### src/rtl/hazard_fwd_scoreboard.sv
// hazard_fwd_scoreboard: data-hazard unit for the pipelined RISC-V core.
// Keeps a shadow pipeline of destination tags from EX (entry 0) through the
// last forwarding stage (entry FWD_STAGES). It produces registered-only
// forwarding selects for the EX operands and a combinational load-use stall
// for the instruction in ID.
// Optional feature: define FWD_PERF_CNT_EN to add the 16-bit saturating
// stall_cnt port counting load-use stall cycles.
module hazard_fwd_scoreboard #(
    parameter int REG_AW     = 5,
    parameter int NUM_RD     = 2,
    parameter int FWD_STAGES = 2,
    parameter int LOAD_READY = 2,
    parameter int SEL_W      = $clog2(FWD_STAGES + 1)
) (
    input  logic                       clk,
    input  logic                       reset_n,
    input  logic                       freeze,
    input  logic                       flush,
    input  logic                       id_valid,
    input  logic                       id_we,
    input  logic                       id_load,
    input  logic [REG_AW-1:0]          id_rd,
    input  logic [NUM_RD*REG_AW-1:0]   id_rs,
    output logic                       stall,
    output logic [NUM_RD*SEL_W-1:0]    ex_fwd_sel
`ifdef FWD_PERF_CNT_EN
    ,
    output logic [15:0]                stall_cnt
`endif
);

    typedef struct packed {
        logic              valid;
        logic              we;
        logic              load;
        logic [REG_AW-1:0] rd;
    } entry_t;

    entry_t            ent   [0:FWD_STAGES];
    logic [REG_AW-1:0] ex_rs [NUM_RD];
    logic              hazard;

    // A stage produces a register value only if it is real, writes, and
    // does not target x0.
    function automatic logic is_producer(input entry_t e);
        return e.valid && e.we && (e.rd != '0);
    endfunction

    // Forwarding selects: youngest matching producer among entries 1..N,
    // computed from registered state only.
    always_comb begin
        logic [SEL_W-1:0] sel_v;
        logic             found;
        ex_fwd_sel = '0;
        sel_v      = '0;
        found      = 1'b0;
        for (int unsigned i = 0; i < NUM_RD; i++) begin
            sel_v = '0;
            found = 1'b0;
            if (ent[0].valid) begin
                for (int unsigned k = 1; k <= FWD_STAGES; k++) begin
                    if (!found && is_producer(ent[k]) && (ent[k].rd == ex_rs[i])) begin
                        sel_v = SEL_W'(k);
                        found = 1'b1;
                    end
                end
            end
            ex_fwd_sel[i*SEL_W +: SEL_W] = sel_v;
        end
    end

    // Load-use hazard: an ID source matches a load whose data is not yet
    // forwardable by the time the reader would reach EX.
    always_comb begin
        logic [REG_AW-1:0] rs;
        hazard = 1'b0;
        rs     = '0;
        for (int unsigned i = 0; i < NUM_RD; i++) begin
            rs = id_rs[i*REG_AW +: REG_AW];
            for (int unsigned j = 0; j < FWD_STAGES; j++) begin
                if (((j + 1) < unsigned'(LOAD_READY)) && (rs != '0) &&
                    is_producer(ent[j]) && ent[j].load && (ent[j].rd == rs)) begin
                    hazard = 1'b1;
                end
            end
        end
        stall = id_valid && !flush && hazard;
    end

    // Shadow pipeline advance: hold on freeze, otherwise shift and load
    // entry 0 with the ID instruction or a bubble.
    always_ff @(posedge clk or negedge reset_n) begin
        if (!reset_n) begin
            for (int unsigned k = 0; k <= FWD_STAGES; k++) begin
                ent[k] <= '0;
            end
            for (int unsigned i = 0; i < NUM_RD; i++) begin
                ex_rs[i] <= '0;
            end
        end else if (!freeze) begin
            for (int unsigned k = 1; k <= FWD_STAGES; k++) begin
                ent[k] <= ent[k-1];
            end
            if (flush || stall) begin
                ent[0] <= '0;
                for (int unsigned i = 0; i < NUM_RD; i++) begin
                    ex_rs[i] <= '0;
                end
            end else begin
                ent[0].valid <= id_valid;
                ent[0].we    <= id_we;
                ent[0].load  <= id_load;
                ent[0].rd    <= id_rd;
                for (int unsigned i = 0; i < NUM_RD; i++) begin
                    ex_rs[i] <= id_rs[i*REG_AW +: REG_AW];
                end
            end
        end
    end

`ifdef FWD_PERF_CNT_EN
    // Saturating count of cycles in which a load-use stall takes effect.
    always_ff @(posedge clk or negedge reset_n) begin
        if (!reset_n) begin
            stall_cnt <= '0;
        end else if (stall && !freeze && (stall_cnt != 16'hFFFF)) begin
            stall_cnt <= stall_cnt + 16'd1;
        end
    end
`endif

endmodule

### config.mk
export PLATFORM = sky130hd
export DESIGN_NAME = hazard_fwd_scoreboard
export DESIGN_NICKNAME = d
export VERILOG_FILES = /design/src/rtl/hazard_fwd_scoreboard.sv
export SDC_FILE = /design/constraint.sdc
export NUM_CORES = 1
export LEC_CHECK = 0
export CORE_UTILIZATION = 55
export CTS_CLUSTER_SIZE = 14
export DETAILED_ROUTE_END_ITERATION = 8
export PLACE_DENSITY_LB_ADDON = 0.05
export SYNTH_ARGS = -nofsm -noshare
export SYNTH_HDL_FRONTEND = slang
export SYNTH_SLANG_ARGS = --single-unit
### constraint.sdc
create_clock -name clk -period 3.85 [get_ports clk]
set_clock_uncertainty 0.2 [all_clocks]
set_input_delay 1.155 -clock clk [delete_from_list [all_inputs] [get_ports clk]]
set_output_delay 1.155 -clock clk [all_outputs]
set_load 0.01 [all_outputs]
# Yosys cells after proc, flatten, opt, wreduce, memory -nomap -nowiden
# Cells that the tools add are included.
# op_classes
n_eq_ne,6
n_mux,14
reduce_logical,29
# ops
cell,count
$eq A5 B5 Y1,6
$reduce_bool A5 Y1,5
$logic_and A1 B1 Y1,20
$mux W10,1
$mux W1,8
$mux W2,4
$mux W8,1
$logic_not A1 Y1,3
$logic_or A1 B1 Y1,1
# word_totals
register_bits,32
inputBits,22
output_inout_bits,5

# Longest topological paths before layout
# depth
word_depth,10
ltp_mapped,5
depth_no_buf,4

# Worst setup path before layout
# OpenSTA, ideal clock, no wires.
# synth_path
kind,input-to-output
start,input id_rs[3]
end,output stall
arrival_ns,2.234
required_time_ns,2.495
slack_ns,0.261
cell_stages,4
n_path_buf,0
path_cell_list,or4_1 > o211ai_1 > o22ai_2 > and2b_2
# synth_between
elab_chain_cells,7
# synth_rtl
item,line,text
from (decl),23,"input logic [NUM_RD*REG_AW-1:0] id_rs,"
$reduce_bool A5 Y1,n/a,
$logic_and A1 B1 Y1,81,if (((j + 1) < unsigned'(LOAD_READY)) && (rs != '0) &&
$logic_and A1 B1 Y1,82,is_producer(ent[j]) && ent[j].load && (ent[j].rd == rs)) begin
$logic_and A1 B1 Y1 (*),82,
$mux W1 (*) (2 in a row),81,
$logic_and A1 B1 Y1 (*),87,stall = id_valid && !flush && hazard;
to (decl),24,"output logic stall,"
# Mark *: on every way between the ends. The rest lies on a longest branch, timed or not.

# Final worst setup path
# layout_path
start,input id_rs[5]
end,output stall
# layout_between
elab_chain_cells,6
# layout_rtl
item,line
$reduce_bool A5 Y1,n/a
$logic_and A1 B1 Y1,81
$logic_and A1 B1 Y1,82
$logic_and A1 B1 Y1 (*),82
$mux W1 (*),81
$logic_and A1 B1 Y1 (*),87
# Marked as above.

==> metrics.txt <==
Setup TNS 0 ns; max incr delay on CP ~0.53 ns; crit-path cells clkdlybuf4s15_2 > or4_4 > a21oi_4 > o22ai_2 > and2b_2 > buf_6; Yosys top cell area share between 30% and 40%; Leak Pwr 0.997 nW; total power between 0.9 and 1 mW; Core ar. around 3500 um2; worst path bufs/invs 2; NumNets Final 241; DIE AREA between 3000 and 4000 um2; Power Density 402 nW/um2; Seq. cell area 801 um2; final core occ between 70 and 80%; site row count 21; drt via density 6.12; ys async rst share 100%; CP Class primary input to primary output; first-pass GRT wire length around 7.9 mm; synthesized instance count approximately 190; Num CTS Buffers 5; initial antenna violation count 0; Synth cell types 31; DR DRC count 0; Total GRT Usage a little over a quarter; status complete, no violations; TritonCTS clock tree yes; post-route insts no fill 266; worst-margin pin slew 1.13 ns; clock transition at the registers of the reported paths about 0.070 ns; worst skew pair latency between 0.2 and 0.3 ns; worst hold path type flop to flop; Switching Share between 20 and 30%; combinational share of power 22.4%; DR WL/cell 17.4 um; #FFs+latches synth 32; sequential area share after synthesis roughly 40%; WP data required ~2.5 ns; die height 63.2 um; maximum vdd drop between 0.0002 and 0.0003 V; final number of setup-violating endpoints 0; most frequent cells after synthesis 32 x dfrtp_1, 17 x a22oi_1, 17 x nor3b_1, 17 x or3b_2, 15 x xnor2_1; Crit. End Element primary output; share of total power in the clock network between 30% and 40%; final antenna-violating net count 0; clk sink count 32; Inst Count DP about 260; total length of routed wires 4.64 mm; gpl congestion between 0.9 and 1; ANT cells 0; synthesis-to-finish area growth 20.8%; syn nets around 210; Internal Power 0.706 mW; I/O Buffers 26; CP Data Arrival Time 2.45 ns; Die Span X 63.2 um; total of fill cells in the finished design ~290; Period minus WS final 3.80 ns; Multi-input gate area roughly 1200 um2; synthesized area per cell ~11 um2; largest net degree at the start of global routing 68; crit path max fanout 4; drt pass-1 iters 4; vias in the first global route around 1,600; H-tree Lvls 2; Hold Fails Final Rpt 0; relative slew slack about a quarter; layout cells sized above 1 between 30% and 40%; # IOs 27; Post-Syn Area 2060 um2; share of power burned in registers a little under half; vias post-DR between 1,500 and 2,000; EDFF count, synth 0; root buf cell clkbuf_8; FMAX approximately 260 MHz; Congestion Overflow GR 0; number of slew-limit violations in the final report 0; Max Cap Violations 0; RSZ-0062 raised after global routing false; top_reg_cell synth dfrtp_1; dpl hpwl 3.23 mm; Synth Warn # 0; most area-hungry cell type in the Yosys netlist dfrtp_1; Max clock buf depth 2; Switching Power 0.293 mW; initial DRC count 73; most common cell in the synthesized netlist dfrtp_1; CP delay by family, top simple AND/OR/NAND/NOR gates; Tcrit/Tclk final slightly below 100%; Worst Setup Start Kind primary input; Initial Util 59.4%; slowest CP cell or4_4; top cells by area, synth dfrtp_1 39%, mux2_2 7.7%, or3b_2 7.2%, xnor2_1 6.4%, a22oi_1 6.2%
==> layout make-up <==
cell class              count  area share, %
multi-input cells         142           47.9
flip-flops and latches     32           32.2
repair buffers             38           13.2
clock buffers               6           2.92
well taps                  46           2.31
clock inverters             2           1.41
==> through the flow <==
step	instance area, um2	setup slack [ns]	hold WS, ns
after global placement	2370	-0.608	0.305
after global routing	2490	0.00873	0.349
after floorplan	2060	0.261	0.279
after detailed placement	2370	-0.662	0.304
final	2490	0.0488	0.316
after CTS	2490	-0.0157	0.319
==> cell usage in the layout (no fill, tap or decap), types with 8 or more instances in the layout <==
| cell type | n |
|---|---|
| a22oi_1 | 17 |
| buf_4 | 12 |
| clkdlybuf4s50_1 | 14 |
| dfrtp_1 | 32 |
| mux2_2 | 14 |
| nor3b_1 | 17 |
| o21ai_0 | 8 |
| o21ai_2 | 9 |
| or3b_2 | 17 |
| xnor2_1 | 15 |
| xor2_1 | 14 |
==> worst paths after layout <==
check,end,slack [ns],cells after the start,startpoint
setup / recovery,stall,0.05,6,id_rs[5]
hold / removal,ent[7],0.32,1,ent[7]
setup reg to reg,ex_rs[2],1.82,5,ent[17]
hold reg to reg,ent[7],0.32,1,ent[7]
max in group asynchronous,ex_rs[5],2.09,2,reset_n
min in group asynchronous,ent[10],1.07,2,reset_n
==> power groups by stage <==
stage | clock network, mW | registers [mW] | logic, mW
floorplan | 0 | 0.441 | 0.162
global placement | 0 | 0.460 | 0.213
detailed placement | 0 | 0.464 | 0.223
CTS | 0.324 | 0.457 | 0.224
global route | 0.336 | 0.465 | 0.248
finish | 0.317 | 0.458 | 0.224
==> sequential cells by signal, indices dropped and copies added, names as in the netlist <==
register  cells
ex_rs        10
ent          22
==> per-layer routing <==
layer / wire (um) / vias to the layer above / GRT usage (%)
met2: 2280 / 37 / 41.9
li1: - / 762 / -
met1: 2090 / 821 / 34.5
met3: 190 / 8 / 5.80
met5: 0 / - / 0
met4: 70 / 0 / 9.94
==> kinds of logic (layout without fill, tap and decap cells) <==
family                    count (synthesis)  after routing  synth area share, %
AOI/OAI and AO/OA                        41             41                 15.4
xor gates and xnor gates                 29             29                 12.3
buffers and inverters                    12             46                 3.95
DFF                                      32             32                 38.9
muxes                                    15             15                 8.14
and+or+nand+nor                          57             57                 21.3
==> what timing repair did <==
action	CTS	global route
setup endpoints to repair	2	2
hold buffers	0	0
setup buffers	1	0
hold endpoints to repair	0	0
gates resized for setup	28	5
pin swaps	4	5
No activity file was read; power rests on OpenSTA's default activity.
